$ cat src/rtl/mcp3008_responder.sv
// SPI responder that behaves like an MCP3008 10-bit ADC on the slave side of the bus.
// SCLK/CS_n/DIN are oversampled in the clk domain; every output is registered.
module mcp3008_responder #(
  parameter int N        = 10,
  parameter int CHANNELS = 8
) (
  input  logic                  clk,
  input  logic                  reset,
  input  logic                  SCLK,
  input  logic                  CS_n,
  input  logic                  DIN,
  output logic                  DOUT,
  output logic                  DOUT_en,
  input  logic [CHANNELS*N-1:0] chan_data,
  output logic                  conv_valid,
  output logic [2:0]            conv_ch,
  output logic                  conv_diff,
  output logic                  busy
);

  localparam int CNT_W = $clog2(N + 1);
  localparam logic [CNT_W-1:0] CMD_LAST  = CNT_W'(3);
  localparam logic [CNT_W-1:0] DATA_LAST = CNT_W'(N - 1);
  localparam logic [CNT_W-1:0] CNT_ZERO  = CNT_W'(0);
  localparam logic [CNT_W-1:0] CNT_ONE   = CNT_W'(1);

  typedef enum logic [2:0] {
    IDLE       = 3'd0,
    WAIT_START = 3'd1,
    CMD        = 3'd2,
    SAMPLE     = 3'd3,
    NULLB      = 3'd4,
    DATA       = 3'd5,
    TAIL       = 3'd6
  } state_t;

  state_t           state_q, state_d;
  logic [2:0]       sclk_sync_q;
  logic [2:0]       cs_sync_q;
  logic [1:0]       din_sync_q;
  logic [CNT_W-1:0] cnt_q, cnt_d;
  logic [3:0]       cmd_q, cmd_d;
  logic [N-1:0]     shift_q, shift_d;
  logic             dout_q, dout_d;
  logic             dout_en_q, dout_en_d;
  logic             busy_q, busy_d;
  logic             conv_valid_q, conv_valid_d;
  logic [2:0]       conv_ch_q, conv_ch_d;
  logic             conv_diff_q, conv_diff_d;

  logic             sclk_rise_s, sclk_fall_s, cs_rise_s, cs_low_s, din_s;
  logic [N-1:0]     ch_val_s [CHANNELS];
  logic [N-1:0]     pos_s, neg_s, sample_s;
  logic [N:0]       diff_s;

  // Two-flop synchronizers plus one delay stage for edge detection.
  always_ff @(posedge clk or posedge reset) begin
    if (reset) begin
      sclk_sync_q <= 3'b000;
      cs_sync_q   <= 3'b111;
      din_sync_q  <= 2'b00;
    end else begin
      sclk_sync_q <= {sclk_sync_q[1:0], SCLK};
      cs_sync_q   <= {cs_sync_q[1:0], CS_n};
      din_sync_q  <= {din_sync_q[0], DIN};
    end
  end

  assign sclk_rise_s = sclk_sync_q[1] & ~sclk_sync_q[2];
  assign sclk_fall_s = ~sclk_sync_q[1] & sclk_sync_q[2];
  assign cs_rise_s   = cs_sync_q[1] & ~cs_sync_q[2];
  assign cs_low_s    = ~cs_sync_q[1];
  assign din_s       = din_sync_q[1];

  for (genvar k = 0; k < CHANNELS; k++) begin : g_ch
    assign ch_val_s[k] = chan_data[k*N +: N];
  end

  // IN+ is always the addressed channel and IN- its pair partner, so D0 swaps the roles.
  always_comb begin
    pos_s  = ch_val_s[cmd_q[2:0]];
    neg_s  = ch_val_s[cmd_q[2:0] ^ 3'b001];
    diff_s = {1'b0, pos_s} - {1'b0, neg_s};
    if (cmd_q[3]) begin
      sample_s = pos_s;
    end else if (!diff_s[N]) begin
      sample_s = diff_s[N-1:0];
    end else begin
      sample_s = {N{1'b0}};
    end
  end

  // Frame sequencer: next state and next values of all registered outputs.
  always_comb begin
    state_d      = state_q;
    cnt_d        = cnt_q;
    cmd_d        = cmd_q;
    shift_d      = shift_q;
    dout_d       = dout_q;
    dout_en_d    = dout_en_q;
    busy_d       = busy_q;
    conv_valid_d = 1'b0;
    conv_ch_d    = conv_ch_q;
    conv_diff_d  = conv_diff_q;
    if (cs_rise_s) begin
      state_d   = IDLE;
      cnt_d     = CNT_ZERO;
      cmd_d     = 4'b0000;
      dout_d    = 1'b0;
      dout_en_d = 1'b0;
      busy_d    = 1'b0;
    end else begin
      case (state_q)
        IDLE: begin
          dout_d    = 1'b0;
          dout_en_d = 1'b0;
          busy_d    = 1'b0;
          if (cs_low_s) begin
            state_d = WAIT_START;
          end else begin
            state_d = IDLE;
          end
        end
        WAIT_START: begin
          if (sclk_rise_s && din_s) begin
            state_d = CMD;
            busy_d  = 1'b1;
            cnt_d   = CNT_ZERO;
            cmd_d   = 4'b0000;
          end else begin
            state_d = WAIT_START;
          end
        end
        CMD: begin
          if (sclk_rise_s) begin
            cmd_d = {cmd_q[2:0], din_s};
            if (cnt_q == CMD_LAST) begin
              state_d   = SAMPLE;
              dout_en_d = 1'b1;
              cnt_d     = CNT_ZERO;
            end else begin
              cnt_d = cnt_q + CNT_ONE;
            end
          end else begin
            state_d = CMD;
          end
        end
        SAMPLE: begin
          if (sclk_rise_s) begin
            shift_d      = sample_s;
            conv_valid_d = 1'b1;
            conv_ch_d    = cmd_q[2:0];
            conv_diff_d  = ~cmd_q[3];
            state_d      = NULLB;
          end else begin
            state_d = SAMPLE;
          end
        end
        NULLB: begin
          if (sclk_fall_s) begin
            dout_d  = 1'b0;
            cnt_d   = CNT_ZERO;
            state_d = DATA;
          end else begin
            state_d = NULLB;
          end
        end
        DATA: begin
          if (sclk_fall_s) begin
            dout_d  = shift_q[N-1];
            shift_d = {shift_q[N-2:0], 1'b0};
            if (cnt_q == DATA_LAST) begin
              state_d = TAIL;
            end else begin
              cnt_d = cnt_q + CNT_ONE;
            end
          end else begin
            state_d = DATA;
          end
        end
        TAIL: begin
          if (sclk_fall_s) begin
            dout_d = 1'b0;
          end else begin
            dout_d = dout_q;
          end
        end
        default: begin
          state_d   = IDLE;
          dout_d    = 1'b0;
          dout_en_d = 1'b0;
          busy_d    = 1'b0;
        end
      endcase
    end
  end

  // State and output registers.
  always_ff @(posedge clk or posedge reset) begin
    if (reset) begin
      state_q      <= IDLE;
      cnt_q        <= CNT_ZERO;
      cmd_q        <= 4'b0000;
      shift_q      <= {N{1'b0}};
      dout_q       <= 1'b0;
      dout_en_q    <= 1'b0;
      busy_q       <= 1'b0;
      conv_valid_q <= 1'b0;
      conv_ch_q    <= 3'b000;
      conv_diff_q  <= 1'b0;
    end else begin
      state_q      <= state_d;
      cnt_q        <= cnt_d;
      cmd_q        <= cmd_d;
      shift_q      <= shift_d;
      dout_q       <= dout_d;
      dout_en_q    <= dout_en_d;
      busy_q       <= busy_d;
      conv_valid_q <= conv_valid_d;
      conv_ch_q    <= conv_ch_d;
      conv_diff_q  <= conv_diff_d;
    end
  end

  assign DOUT       = dout_q;
  assign DOUT_en    = dout_en_q;
  assign busy       = busy_q;
  assign conv_valid = conv_valid_q;
  assign conv_ch    = conv_ch_q;
  assign conv_diff  = conv_diff_q;

endmodule
$ cat config.mk
export PLATFORM = sky130hd
export DESIGN_NAME = mcp3008_responder
export DESIGN_NICKNAME = d
export VERILOG_FILES = /design/src/rtl/mcp3008_responder.sv
export SDC_FILE = /design/constraint.sdc
export NUM_CORES = 1
export LEC_CHECK = 0
export BUFFER_PORTS_ARGS = -buffer_cell sky130_fd_sc_hd__buf_2
export CORE_AREA = 2 2 87 89
export DETAILED_ROUTE_END_ITERATION = 12
export DIE_AREA = 0 0 89 91
export PLACE_DENSITY = 0.77
export SYNTH_ARGS = -nofsm -noshare
export SYNTH_HDL_FRONTEND = slang
export SYNTH_SLANG_ARGS = --single-unit
$ cat constraint.sdc
create_clock -name clk -period 3 [get_ports clk]
set_input_delay 0.6 -clock clk [delete_from_list [all_inputs] [get_ports clk]]
set_output_delay 0.6 -clock clk [all_outputs]
set_load 0.03 [all_outputs]
==> results_dict.tcl <==
set metrics [dict create \
    outcome "complete, no violations" \
    grt_pass1_vias 3370 \
    end_kind "flop" \
    min_period_over_period 0.992 \
    fmax_mhz 336 \
    core-area_um2 7140 \
    core.rowCount 31 \
    cts-root-buf "clkbuf_8" \
    cts.path.max_buffers 2 \
    regArea_um2 932 \
    wire_per_inst_um 17.4 \
    nets 542 \
    drive_gt1_frac 0.452 \
    grt_util_met1 0.297 \
    p_sw_uw 729 \
    avgViaCountPerCell 6.05 \
    skew_ps 7.23 \
    cts_tree "yes" \
    ctsHoldBuffers 0 \
    die_width_um 89 \
    setup-violations-final 0 \
    cp_cell_sequence "buf_12, mux4_2, mux2i_4, inv_2, ha_1, nor2b_1, o2111ai_1, nand2_1, o41ai_2, xor2_1, o221ai_1" \
    synthCells 338 \
    clk_pin_slew_ps 80 \
    period_needed_ps 2980 \
    htree_levels 2 \
    area_delta_synth_final_pct 28.7 \
    synth_edf_count 0 \
    startpoint_type "flop" \
    worst_pin_slew_ps 605 \
    grt_first_pass_wirelength_mm 14.9 \
    yosys.cell_count.top_type "nand2_1" \
    drv_cap 0 \
    syn_area_per_cell_um2 10.1 \
    slew_viol_final 0 \
    ff2ff_setup_slack_ps 20 \
    p_seq_frac 0.382 \
    yosysSeqAreaShare 0.273 \
    dieHeight_um 91 \
    antenna_left 0 \
    fin_ws_ps 24.3 \
    drt_wl_total_mm 9.46 \
    synth-seq-cells 37 \
    synthArstFlopShare 1.00 \
    ys_warn_count 0 \
    gr-max-usage-layer "met2" \
    crit_required_ps 3150 \
    globalplace.congestion 0.963 \
    synthFlopType "dfrtp_1" \
    intPower_mw 1.15 \
    slew_headroom 0.593 \
    post-place-ws_ps -125 \
    path_class "flop to flop" \
    place_area_um2 4050 \
    power.total_mw 1.88 \
    port_buffers 92 \
    grt_max_degree 29 \
    nFillCells 584 \
    power.density_nw_per_um2 429 \
    synthesis.area_um2 3410 \
    final.setup.tns_ps 0 \
    synthTopCellsByArea "mux4_2, dfrtp_1, nand2_1" \
    start_util 0.477 \
    met3_usage 0.0400 \
    synth_top_cell_by_area "mux4_2" \
    drtIter0Drc 231 \
    grt_overflow 0 \
    hold_viol_final 0 \
    synth_common_cells "nand2_1, mux4_2, dfrtp_1" \
    cp_data_arrival_time_ps 3130 \
    cp_slowest_cell "mux4_2" \
    cts_sinks 37 \
    multi_input_area_um2 2440 \
    numCtsBuffers 5 \
    pwr-share-comb 0.430 \
    num_vias 3290 \
    syn-num-nets 436 \
    clkPwrFrac 0.188 \
    slowest_delay_ps 550 \
    dpl.hpwl_mm 6.98 \
    yosys.area.top_type_share 0.265 \
    hold_path_class "primary input to async pin" \
    final_area_um2 4380 \
    insertion_delay_ps 290 \
    antenna_found_initial 0 \
    leakagePower_nw 1.90 \
    grt.total_usage 0.228 \
    gr-usage-met2 0.389 \
    antennaDiodeCount 0 \
    peakVddDrop_v 0.000220 \
    crit_fanout 14 \
    synth_cell_types 53 \
    drcViolationCount 0 \
    p_sw_frac 0.387 \
    dieArea_um2 8100 \
    first_pass_iters 5 \
    io_pins 93 \
]
[critical path: cells and delay by family (launching register included)]
family                     cells  cell delay [ps]
adders and majority gates      1              300
muxes                          2              730
buffers and inverters          2              220
xor gates and xnor gates       1              200
AOI/OAI and AO/OA              3              670
DFF                            1              390
and+or+nand+nor                2              330
[layout make-up]
class                           instances  share of cell area
Clock buffer                            5              0.0157
Clock inverter                          3             0.00485
Sequential cell                        37               0.213
Inverter                               12              0.0103
Tap cell                               99              0.0283
Multi-Input combinational cell        267               0.556
Timing Repair Buffer                  121               0.172
[stage by stage]
stage | std cells | hold slack [ps] | utilization
finish | 544 | 305 | 0.614
global route | 544 | 345 | 0.614
CTS | 534 | 320 | 0.585
detailed placement | 524 | 336 | 0.567
global placement | 524 | 336 | 0.567
floorplan | 338 | 331 | -
[cell usage in the layout (no fill, tap or decap), types with 5 or more instances in the layout]
master	synthesis	final
nand3_1	9	8
buf_2	12	92
o21ai_0	24	21
dfrtp_1	34	32
nand2b_1	7	6
or3_1	6	6
clkbuf_8	0	5
nor3_1	9	9
buf_4	3	22
mux2i_1	10	7
mux4_2	40	40
nor2b_1	6	6
ha_1	12	9
a21oi_1	21	18
nor2_1	19	19
inv_1	10	10
nand2_1	47	45
[metal layers]
| metal | vias up | wire length [um] |
|---|---|---|
| li1 | 1498 | - |
| met1 | 1602 | 3740 |
| met2 | 156 | 4950 |
| met3 | 34 | 525 |
| met4 | 0 | 239 |
| met5 | - | 0 |
[cells by family (layout without fill, tap and decap cells)]
group	after synthesis	count (layout)	share of synthesized area
AND/OR/NAND/NOR	119	120	0.169
AO/OA/AOI/OAI	79	79	0.149
adder cells (fa/ha/maj)	13	13	0.0500
flip-flops	37	37	0.273
buffers and inverters	35	141	0.0485
multiplexers	51	51	0.301
XOR/XNOR	4	4	0.0103
[power by group through the flow]
stage | clock network [mW] | logic (mW) | registers [mW]
after global routing | 0.380 | 0.879 | 0.734
after global placement | 0 | 0.682 | 0.717
after detailed placement | 0 | 0.713 | 0.721
final | 0.353 | 0.809 | 0.718
after CTS | 0.357 | 0.720 | 0.712
after floorplan | 0 | 0.527 | 0.686
[flip-flops by register name (all words and copies together), names as in the netlist]
name	flops
state_q	3
conv_ch	3
cmd_q	4
DOUT	1
conv_diff	1
conv_valid	1
DOUT_en	1
din_sync_q	2
cs_sync_q	3
busy	1
shift_q	10
cnt_q	4
sclk_sync_q	3
[path summary, 6_finish.rpt]
path	startpoint	end	depth (start not counted)
min in group clk	din_sync_q[0]	din_sync_q[1]	0
max in group asynchronous	reset	cs_sync_q[2]	3
hold reg to reg	din_sync_q[0]	din_sync_q[1]	0
hold / removal	reset	din_sync_q[0]	2
setup reg to reg	cmd_q[0]	shift_q[7]	11
setup / recovery	cmd_q[0]	shift_q[7]	11
[what timing repair did]
| action | in CTS | in global routing |
|---|---|---|
| pin swaps | 0 | 7 |
| gates resized for setup | 2 | 27 |
| endpoints found under the setup margin | 6 | 10 |
| gates cloned | 0 | 2 |
| buffers inserted | 2 | 8 |
No activity file was read; power rests on OpenSTA's default activity.
